File: config.mk
export PLATFORM = sky130hd
export DESIGN_NAME = multi_cycle_controller
export DESIGN_NICKNAME = d
export VERILOG_FILES = /design/src/rtl/mc_ctrl_pkg.sv /design/src/rtl/mc_ctrl_perf_counters.sv /design/src/rtl/multi_cycle_controller.sv
export SDC_FILE = /design/constraint.sdc
export NUM_CORES = 1
export LEC_CHECK = 0
export BUFFER_PORTS_ARGS = -buffer_cell sky130_fd_sc_hd__buf_2
export CAP_MARGIN = 20
export CORE_ASPECT_RATIO = 1.1
export CORE_MARGIN = 1
export CORE_UTILIZATION = 40
export CTS_CLUSTER_SIZE = 40
export DETAILED_ROUTE_END_ITERATION = 10
export PLACE_DENSITY = 0.83
export SLEW_MARGIN = 0
export SYNTH_ARGS = -nofsm -noshare
export SYNTH_HDL_FRONTEND = slang
export SYNTH_HIERARCHICAL = 1
export SYNTH_SLANG_ARGS = --single-unit
File: constraint.sdc
create_clock -name clk -period 3 [get_ports clk]
set_input_delay 0.6 -clock clk [delete_from_list [all_inputs] [get_ports clk]]
set_output_delay 0.6 -clock clk [all_outputs]
set_load 0.01 [all_outputs]
File: src/rtl/mc_ctrl_pkg.sv
// Shared encodings for the multi-cycle RV32I controller.
// Holds the FSM state enum, RV32I major opcodes, ALU mux/op encodings and
// the packed control word driven onto the datapath.
package mc_ctrl_pkg;

  localparam int unsigned CNT_W = 32;

  typedef enum logic [3:0] {
    ST_IF      = 4'd0,
    ST_ID      = 4'd1,
    ST_EX_R    = 4'd2,
    ST_EX_I    = 4'd3,
    ST_EX_ADDR = 4'd4,
    ST_EX_JALR = 4'd5,
    ST_EX_BR   = 4'd6,
    ST_MEM_RD  = 4'd7,
    ST_MEM_WR  = 4'd8,
    ST_WB_ALU  = 4'd9,
    ST_WB_MEM  = 4'd10,
    ST_JAL     = 4'd11,
    ST_PC4     = 4'd12,
    ST_HALT    = 4'd13
  } state_e;

  localparam logic [6:0] OP_R      = 7'b0110011;
  localparam logic [6:0] OP_IMM    = 7'b0010011;
  localparam logic [6:0] OP_LOAD   = 7'b0000011;
  localparam logic [6:0] OP_STORE  = 7'b0100011;
  localparam logic [6:0] OP_BRANCH = 7'b1100011;
  localparam logic [6:0] OP_JAL    = 7'b1101111;
  localparam logic [6:0] OP_JALR   = 7'b1100111;
  localparam logic [6:0] OP_SYSTEM = 7'b1110011;

  localparam logic [1:0] SRC_B_REG  = 2'b00;
  localparam logic [1:0] SRC_B_FOUR = 2'b01;
  localparam logic [1:0] SRC_B_IMM  = 2'b10;

  localparam logic [1:0] ALU_ADD    = 2'b00;
  localparam logic [1:0] ALU_FUNCT  = 2'b01;
  localparam logic [1:0] ALU_BRANCH = 2'b10;

  // Full set of datapath controls produced each cycle.
  typedef struct packed {
    logic       pc_write;
    logic       pc_src;
    logic       i_or_d;
    logic       mem_read;
    logic       mem_write;
    logic       ir_write;
    logic       reg_write;
    logic       mem_to_reg;
    logic       pc_to_reg;
    logic       alu_src_a;
    logic [1:0] alu_src_b;
    logic [1:0] alu_op_sel;
    logic       is_halted;
  } ctrl_t;

endpackage

File: src/rtl/mc_ctrl_perf_counters.sv
// Performance counters for the multi-cycle controller (built only when
// MC_CTRL_PERF_CNT_EN is defined).
// Ports: clk, reset (sync, active-low), count_cycle / count_retire
// increment strobes, cycle_count / retire_count wrapping 32-bit counts.
module mc_ctrl_perf_counters
  import mc_ctrl_pkg::*;
(
  input  logic             clk,
  input  logic             reset,
  input  logic             count_cycle,
  input  logic             count_retire,
  output logic [CNT_W-1:0] cycle_count,
  output logic [CNT_W-1:0] retire_count
);

  // Free-running wrap-around counters, cleared by reset.
  always_ff @(posedge clk) begin
    if (!reset) begin
      cycle_count  <= '0;
      retire_count <= '0;
    end else begin
      if (count_cycle)  cycle_count  <= cycle_count + CNT_W'(1);
      if (count_retire) retire_count <= retire_count + CNT_W'(1);
    end
  end

endmodule

File: src/rtl/multi_cycle_controller.sv
// Multi-cycle RV32I control FSM: sequences fetch/decode/execute/memory/
// write-back over a shared ALU and unified memory port.
// Inputs : clk, reset (sync, active-low), opcode, alu_bcond, ecall_halt,
//          mem_ready.
// Outputs: datapath selects/enables, is_halted, cycle_count, retire_count.
// Build option: MC_CTRL_PERF_CNT_EN enables the performance counters;
// without it both counter ports read 0.
module multi_cycle_controller
  import mc_ctrl_pkg::*;
(
  input  logic             clk,
  input  logic             reset,
  input  logic [6:0]       opcode,
  input  logic             alu_bcond,
  input  logic             ecall_halt,
  input  logic             mem_ready,
  output logic             pc_write,
  output logic             pc_src,
  output logic             i_or_d,
  output logic             mem_read,
  output logic             mem_write,
  output logic             ir_write,
  output logic             reg_write,
  output logic             mem_to_reg,
  output logic             pc_to_reg,
  output logic             alu_src_a,
  output logic [1:0]       alu_src_b,
  output logic [1:0]       alu_op_sel,
  output logic             is_halted,
  output logic [CNT_W-1:0] cycle_count,
  output logic [CNT_W-1:0] retire_count
);

  state_e state_q;
  state_e state_d;
  ctrl_t  ctrl_c;

  // State register.
  always_ff @(posedge clk) begin
    if (!reset) state_q <= ST_IF;
    else        state_q <= state_d;
  end

  // Next-state and control decode; everything is forced low while in reset.
  always_comb begin
    state_d = state_q;
    ctrl_c  = '0;
    case (state_q)
      ST_IF: begin
        ctrl_c.mem_read = 1'b1;
        ctrl_c.ir_write = mem_ready;
        if (mem_ready) state_d = ST_ID;
      end
      ST_ID: begin
        // ALUOut <= PC + imm, used later as branch/JAL target.
        ctrl_c.alu_src_b  = SRC_B_IMM;
        ctrl_c.alu_op_sel = ALU_ADD;
        case (opcode)
          OP_R:               state_d = ST_EX_R;
          OP_IMM:             state_d = ST_EX_I;
          OP_LOAD, OP_STORE:  state_d = ST_EX_ADDR;
          OP_BRANCH:          state_d = ST_EX_BR;
          OP_JAL:             state_d = ST_JAL;
          OP_JALR:            state_d = ST_EX_JALR;
          OP_SYSTEM:          state_d = ecall_halt ? ST_HALT : ST_PC4;
          default:            state_d = ST_PC4;
        endcase
      end
      ST_EX_R: begin
        ctrl_c.alu_src_a  = 1'b1;
        ctrl_c.alu_src_b  = SRC_B_REG;
        ctrl_c.alu_op_sel = ALU_FUNCT;
        state_d           = ST_WB_ALU;
      end
      ST_EX_I: begin
        ctrl_c.alu_src_a  = 1'b1;
        ctrl_c.alu_src_b  = SRC_B_IMM;
        ctrl_c.alu_op_sel = ALU_FUNCT;
        state_d           = ST_WB_ALU;
      end
      ST_EX_ADDR: begin
        ctrl_c.alu_src_a  = 1'b1;
        ctrl_c.alu_src_b  = SRC_B_IMM;
        ctrl_c.alu_op_sel = ALU_ADD;
        state_d           = (opcode == OP_STORE) ? ST_MEM_WR : ST_MEM_RD;
      end
      ST_EX_JALR: begin
        ctrl_c.alu_src_a  = 1'b1;
        ctrl_c.alu_src_b  = SRC_B_IMM;
        ctrl_c.alu_op_sel = ALU_ADD;
        state_d           = ST_JAL;
      end
      ST_EX_BR: begin
        ctrl_c.alu_src_a  = 1'b1;
        ctrl_c.alu_src_b  = SRC_B_REG;
        ctrl_c.alu_op_sel = ALU_BRANCH;
        if (alu_bcond) begin
          ctrl_c.pc_write = 1'b1;
          ctrl_c.pc_src   = 1'b1;
          state_d         = ST_IF;
        end else begin
          state_d = ST_PC4;
        end
      end
      ST_MEM_RD: begin
        ctrl_c.mem_read = 1'b1;
        ctrl_c.i_or_d   = 1'b1;
        if (mem_ready) state_d = ST_WB_MEM;
      end
      ST_MEM_WR: begin
        // Store retires here, so PC+4 is taken the cycle the write lands.
        ctrl_c.mem_write  = 1'b1;
        ctrl_c.i_or_d     = 1'b1;
        ctrl_c.alu_src_b  = SRC_B_FOUR;
        ctrl_c.alu_op_sel = ALU_ADD;
        ctrl_c.pc_write   = mem_ready;
        if (mem_ready) state_d = ST_IF;
      end
      ST_WB_ALU, ST_WB_MEM: begin
        ctrl_c.reg_write  = 1'b1;
        ctrl_c.mem_to_reg = (state_q == ST_WB_MEM);
        ctrl_c.alu_src_b  = SRC_B_FOUR;
        ctrl_c.alu_op_sel = ALU_ADD;
        ctrl_c.pc_write   = 1'b1;
        state_d           = ST_IF;
      end
      ST_JAL: begin
        // rd <= PC+4 from the ALU while PC loads the target held in ALUOut.
        ctrl_c.reg_write  = 1'b1;
        ctrl_c.pc_to_reg  = 1'b1;
        ctrl_c.alu_src_b  = SRC_B_FOUR;
        ctrl_c.alu_op_sel = ALU_ADD;
        ctrl_c.pc_write   = 1'b1;
        ctrl_c.pc_src     = 1'b1;
        state_d           = ST_IF;
      end
      ST_PC4: begin
        ctrl_c.alu_src_b  = SRC_B_FOUR;
        ctrl_c.alu_op_sel = ALU_ADD;
        ctrl_c.pc_write   = 1'b1;
        state_d           = ST_IF;
      end
      ST_HALT: begin
        ctrl_c.is_halted = 1'b1;
        state_d          = ST_HALT;
      end
      default: state_d = ST_IF;
    endcase
    if (!reset) ctrl_c = '0;
  end

  assign pc_write   = ctrl_c.pc_write;
  assign pc_src     = ctrl_c.pc_src;
  assign i_or_d     = ctrl_c.i_or_d;
  assign mem_read   = ctrl_c.mem_read;
  assign mem_write  = ctrl_c.mem_write;
  assign ir_write   = ctrl_c.ir_write;
  assign reg_write  = ctrl_c.reg_write;
  assign mem_to_reg = ctrl_c.mem_to_reg;
  assign pc_to_reg  = ctrl_c.pc_to_reg;
  assign alu_src_a  = ctrl_c.alu_src_a;
  assign alu_src_b  = ctrl_c.alu_src_b;
  assign alu_op_sel = ctrl_c.alu_op_sel;
  assign is_halted  = ctrl_c.is_halted;

`ifdef MC_CTRL_PERF_CNT_EN
  logic             enter_halt;
  logic [CNT_W-1:0] cycle_q;
  logic [CNT_W-1:0] retire_q;

  // The ECALL that halts has no pc_write, so it retires on HALT entry.
  assign enter_halt = (state_q == ST_ID) && (state_d == ST_HALT);

  mc_ctrl_perf_counters u_perf (
    .clk          (clk),
    .reset        (reset),
    .count_cycle  (state_q != ST_HALT),
    .count_retire (ctrl_c.pc_write | enter_halt),
    .cycle_count  (cycle_q),
    .retire_count (retire_q)
  );

  assign cycle_count  = reset ? cycle_q  : '0;
  assign retire_count = reset ? retire_q : '0;
`else
  assign cycle_count  = '0;
  assign retire_count = '0;
`endif

endmodule

==> results of run 1 <==
## worst paths after layout
| path | start | endpoint | slack [ns] | cells after the start |
|---|---|---|---|---|
| worst max-delay path | state_q[0] | i_or_d | 0.63 | 4 |
| worst min-delay path | reset | state_q[1] | 0.72 | 3 |
| worst max register to register | state_q[0] | state_q[0] | 1.25 | 4 |
| worst min register to register | state_q[1] | state_q[3] | 0.76 | 2 |
## layer usage
layer / up-vias / wire length, um / part of all wire
met3: 3 / 153 / 0.074
met4: 0 / 30 / 0.015
met1: 443 / 875 / 0.43
met2: 65 / 997 / 0.48
li1: 496 / - / -
met5: - / 0 / 0
## area by class of cell
cell class | instances | area, sq um | share of cell area
Timing Repair Buffer | 26 | 130.1 | 0.1189
Sequential cell | 4 | 80.08 | 0.07314
Inverter | 2 | 7.507 | 0.006857
Tap cell | 33 | 41.29 | 0.03771
Clock buffer | 3 | 22.52 | 0.02057
Multi-Input combinational cell | 155 | 813.3 | 0.7429
## kinds of logic (layout without fill, tap and decap cells)
group,count (synthesis),in the layout,synth area share
buffers and inverters,74,31,0.4427
and+or+nand+nor,56,56,0.2728
AOI/OAI and AO/OA,34,34,0.2038
DFF,4,4,0.06794
other,1,64,0.003182
muxes,1,1,0.009553
## tightest hold or removal path: stages
cell	delay [ns]
buf_2	0.17
nand2_1	0.07
o22ai_1	0.06
## where the power goes
| group | internal, mW | switching [mW] | leakage [nW] | total (mW) |
|---|---|---|---|---|
| Combinational | 0.139 | 0.200 | 0.534 | 0.339 |
| Sequential | 0.0716 | 0.0789 | 0.0328 | 0.150 |
| Clock | 0.0447 | 0.0212 | 0.0138 | 0.0659 |
## cell usage after synthesis (2+ instances only)
library cell / count
a21boi_1: 2
a21oi_1: 8
buf_2: 3
buf_4: 64
clkbuf_1: 5
dfxtp_1: 4
inv_2: 2
nand2_1: 11
nand2b_1: 6
nand3_1: 3
nand3b_1: 3
nor2_1: 13
nor2b_1: 2
nor3_1: 2
nor3b_1: 3
nor4b_1: 2
o21ai_0: 6
o21bai_1: 2
o22ai_1: 2
or3_1: 2
==> qor.yml, run 1 <==
final_area_sq_mm: 0.001095
initial_utilization: 0.4243
rows: 20
fin_nets: 204
hold_viol: 0
syn_to_final_growth_pct: -7.112
fill_cells: 308
worstSetupEndpointType: "primary output"
yosys.area.top_type_share: 0.4076
power_mw: 0.5549
slew_viol_final: 0
hp-class: "input port to flop"
largest_reg_flops: 4
syn_inst: 170
yosys_register_bits: 4
diodes: 0
path_max_fanout: 21
fmax_mhz: 421.5
min_period_ns: 2.373
hold_buffers: 0
setup_viol: 0
io_pins: 91
crit_chain: "inv_2 -> or3_1 -> a21boi_1 -> buf_2"
dpl_cell_area_sq_mm: 0.001072
setup_ws_ns: 0.6274
max_slew_margin: 0.5467
ir_drop_mv: 0.2565
async_reset_ff_frac: 0
cts_max_level: 1
ctsLongestPathBuffers: 2
first_iter_violations: 23
syn_area_per_cell_sq_um: 6.933
grt_max_degree: 24
totalWireLength_mm: 2.056
path_clk_slew_ns: 0.03
die_h_um: 58.93
setup_tns_ns: 0
final_cell_mix: "64 x conb_1, 26 x buf_2, 13 x nor2_1"
cts-root-buf: "clkbuf_4"
worst-endpoint-arrival_ns: 1.77
netlist_area_sq_mm: 0.001179
startpoint_type: "flop"
hpwl_mm: 1.620
yosysWarnings: 6
worst_pin_slew_ns: 0.6790
path_delay_family: "flip-flops"
ctsResizeCount: 0
required_ns: 2.40
fin_hold_ws_ns: 0.7228
use_met3: 0.007752
cts_sinks: 4
rsz0062_at_grt: "false"
fin_skew_ns: 0.0008298
drc_errors: 0
wire_per_inst_um: 9.220
antenna_found_initial: 0
globalRouteMet2Util: 0.2081
cts_setup_buffers: 0
critPathKind: "flop to primary output"
dpl.cell_count: 220
crit_slowest_cell: "dfxtp_1"
busiest_layer: "met2"
track_usage: 0.1314
final-instance-count-excl-fill: 223
cpPeakStageDelay_ns: 0.75
maxCapViolations: 0
powerDensity_mw_per_mm2: 506.8
grt_pass1_vias: 711
synth_cell_type_count: 45
synth_top_area_cell: "buf_4"
reg.largest.list: "state_q (4)"
gp_congestion: 0.8451
postRouteAntennaNets: 0
synth_edf_count: 0
dr.pass1.iters: 4
cts_buffers: 3
gr-total-overflow: 0
cts_tree: "yes"
met1_usage: 0.1708
drive_gt1_frac: 0.1947
grt_pass1_wl_mm: 3.070
ys_seq_area_frac: 0.06794
num_vias: 1007
path_buf_inv: 2
final_common_cell: "conb_1"
fin_crit_sh: 0.7909
die_w_um: 53.76
io_buffers: 26
dp_slack_ns: 0.9023
synthFlopType: "dfxtp_1"
avgViaCountPerCell: 4.516
leakage_nw: 0.5808
dieArea_sq_mm: 0.003168
core_area_sq_mm: 0.002778
clock_latency_ns: 0.23
synth_area_leaders: "buf_4 41%, dfxtp_1 6.8%, nor2_1 4.1%"
status: "completed"
final_util: 0.3941
top_register: "state_q"
(Power assumes the default switching activity.)
==> inputs of run 2 (changes only) <==
Settings changed: CORE_UTILIZATION 40 to 36, PLACE_DENSITY 0.83 to 0.79.
Clock period 3 ns to 2.08 ns, I/O delays scaled along.
==> run 2 against run 1 <==
Clock skew barely moved. Largest power group unchanged. Setup slack got worse by 0.52 ns. Sequential power rose by 27%.
==> qor.yml, run 2 (synthesis gave the netlist of run 1 again) <==
maxCapViolations: 0
rsz0062_at_grt: "false"
avgViaCountPerCell: 4.498
cts_setup_buffers: 0
crit_start: "state_q[2]"
diodes: 0
fin_skew_ns: 0.0009752
slew_viol_final: 0
crit_cells: 4
top_register: "state_q"
final_area_sq_mm: 0.001120
initial_utilization: 0.3834
io_pins: 91
num_vias: 1021
die_h_um: 62.01
dr.pass1.iters: 4
hold_viol: 0
cpPeakStageDelay_ns: 0.58
worst-endpoint-arrival_ns: 1.55
cts_buffers: 3
final-instance-count-excl-fill: 227
worstSetupEndpointType: "primary output"
cts_sinks: 4
postRouteAntennaNets: 0
ctsLongestPathBuffers: 2
path_buf_inv: 1
setup.worst_path.end: "i_or_d"
leakage_nw: 0.5960
core_area_sq_mm: 0.003074
ir_drop_mv: 0.4122
track_usage: 0.1154
r2r_end: "state_q[0]"
setup_tns_ns: 0
fmax_mhz: 507.6
syn_to_final_growth_pct: -4.990
reg2reg_depth: 5
path_clk_slew_ns: 0.04
critPathKind: "flop to primary output"
holdPathStages: 3
final_cell_mix: "64 x conb_1, 26 x buf_2, 13 x nor2_1"
drc_errors: 0
startpoint_type: "flop"
clock_latency_ns: 0.23
powerDensity_mw_per_mm2: 739.0
totalWireLength_mm: 2.057
gr-total-overflow: 0
required_ns: 1.66
dpl_cell_area_sq_mm: 0.001096
crit_slowest_cell: "dfxtp_1"
drive_gt1_frac: 0.2124
status: "completed"
path_delay_family: "flip-flops"
antenna_found_initial: 0
hpwl_mm: 1.632
r2r_slack_ns: 0.50
r2r_start: "state_q[0]"
cts_max_level: 1
first_iter_violations: 21
fin_nets: 207
crit_chain: "nand2_1 -> or3_1 -> a21boi_1 -> buf_2"
final_common_cell: "conb_1"
setup_viol: 0
wire_per_inst_um: 9.062
largest_reg_flops: 4
dieArea_sq_mm: 0.003507
reg.largest.list: "state_q (4)"
cts-root-buf: "clkbuf_4"
grt_pass1_wl_mm: 3.201
cts_tree: "yes"
rows: 21
gp_congestion: 0.8691
grt_max_degree: 18
fin_hold_ws_ns: 0.5348
dpl.cell_count: 224
grt_pass1_vias: 761
die_w_um: 56.56
min_period_ns: 1.970
fin_crit_sh: 0.9472
power_mw: 0.8276
hp-class: "input port to flop"
path_max_fanout: 15
io_buffers: 26
## run 2: cell count changes in the layout (fill, tap and decap cells not counted), sizes merged
| cell | before | now |
|---|---|---|
| buf | 26 | 29 |
## run 2: final cells by class
class | count | area, sq um
clock buffers | 3 | 22.52
fillers | 354 | 1954
inverters | 2 | 7.507
multi-input cells | 155 | 813.3
flip-flops and latches | 4 | 81.33
well taps | 34 | 42.54
repair buffers | 29 | 152.6
## run 2: worst reg2reg max path, stage by stage, from the launching register on
cell      delay, ns
dfxtp_2        0.42
buf_4          0.21
or4b_4         0.51
nor2_4         0.14
o211ai_2       0.10
a21oi_2        0.13
## run 2: worst min path at each step
stage | startpoint | endpoint | slack (ns)
floorplan | state_q[3] | state_q[0] | 0.63
global placement | state_q[0] | state_q[3] | 0.73
detailed placement | state_q[0] | state_q[3] | 0.74
CTS | reset | state_q[2] | 0.54
global route | reset | state_q[0] | 0.54
finish | reset | state_q[0] | 0.53
## run 2: routing by layer
| metal | global-route usage | vias up | wire length (um) | part of all wire |
|---|---|---|---|---|
| li1 | - | 498 | - | - |
| met1 | 0.1508 | 451 | 884 | 0.43 |
| met2 | 0.1916 | 67 | 942 | 0.46 |
| met3 | 0 | 5 | 173 | 0.084 |
| met4 | 0.08014 | 0 | 55 | 0.027 |
| met5 | 0 | - | 0 | 0 |
## run 2: what timing repair did
item                       in CTS  in global routing
resized for setup               0                  1
setup endpoints to repair       0                  1
hold buffers                    0                  0
## run 2: per-stage QoR
stage	setup slack, ns	util
after floorplan	0.4699	-
after global placement	0.3927	0.3565
after detailed placement	0.3788	0.3565
after CTS	0.1235	0.3639
after global routing	0.02171	0.3643
final	0.1098	0.3643
## run 2: report_power, final
part / internal [mW] / switching [mW] / leakage [nW] / total, mW
sequential: 0.105 / 0.0862 / 0.0331 / 0.191
clock: 0.0644 / 0.0306 / 0.0138 / 0.0950
combinational: 0.224 / 0.317 / 0.549 / 0.541
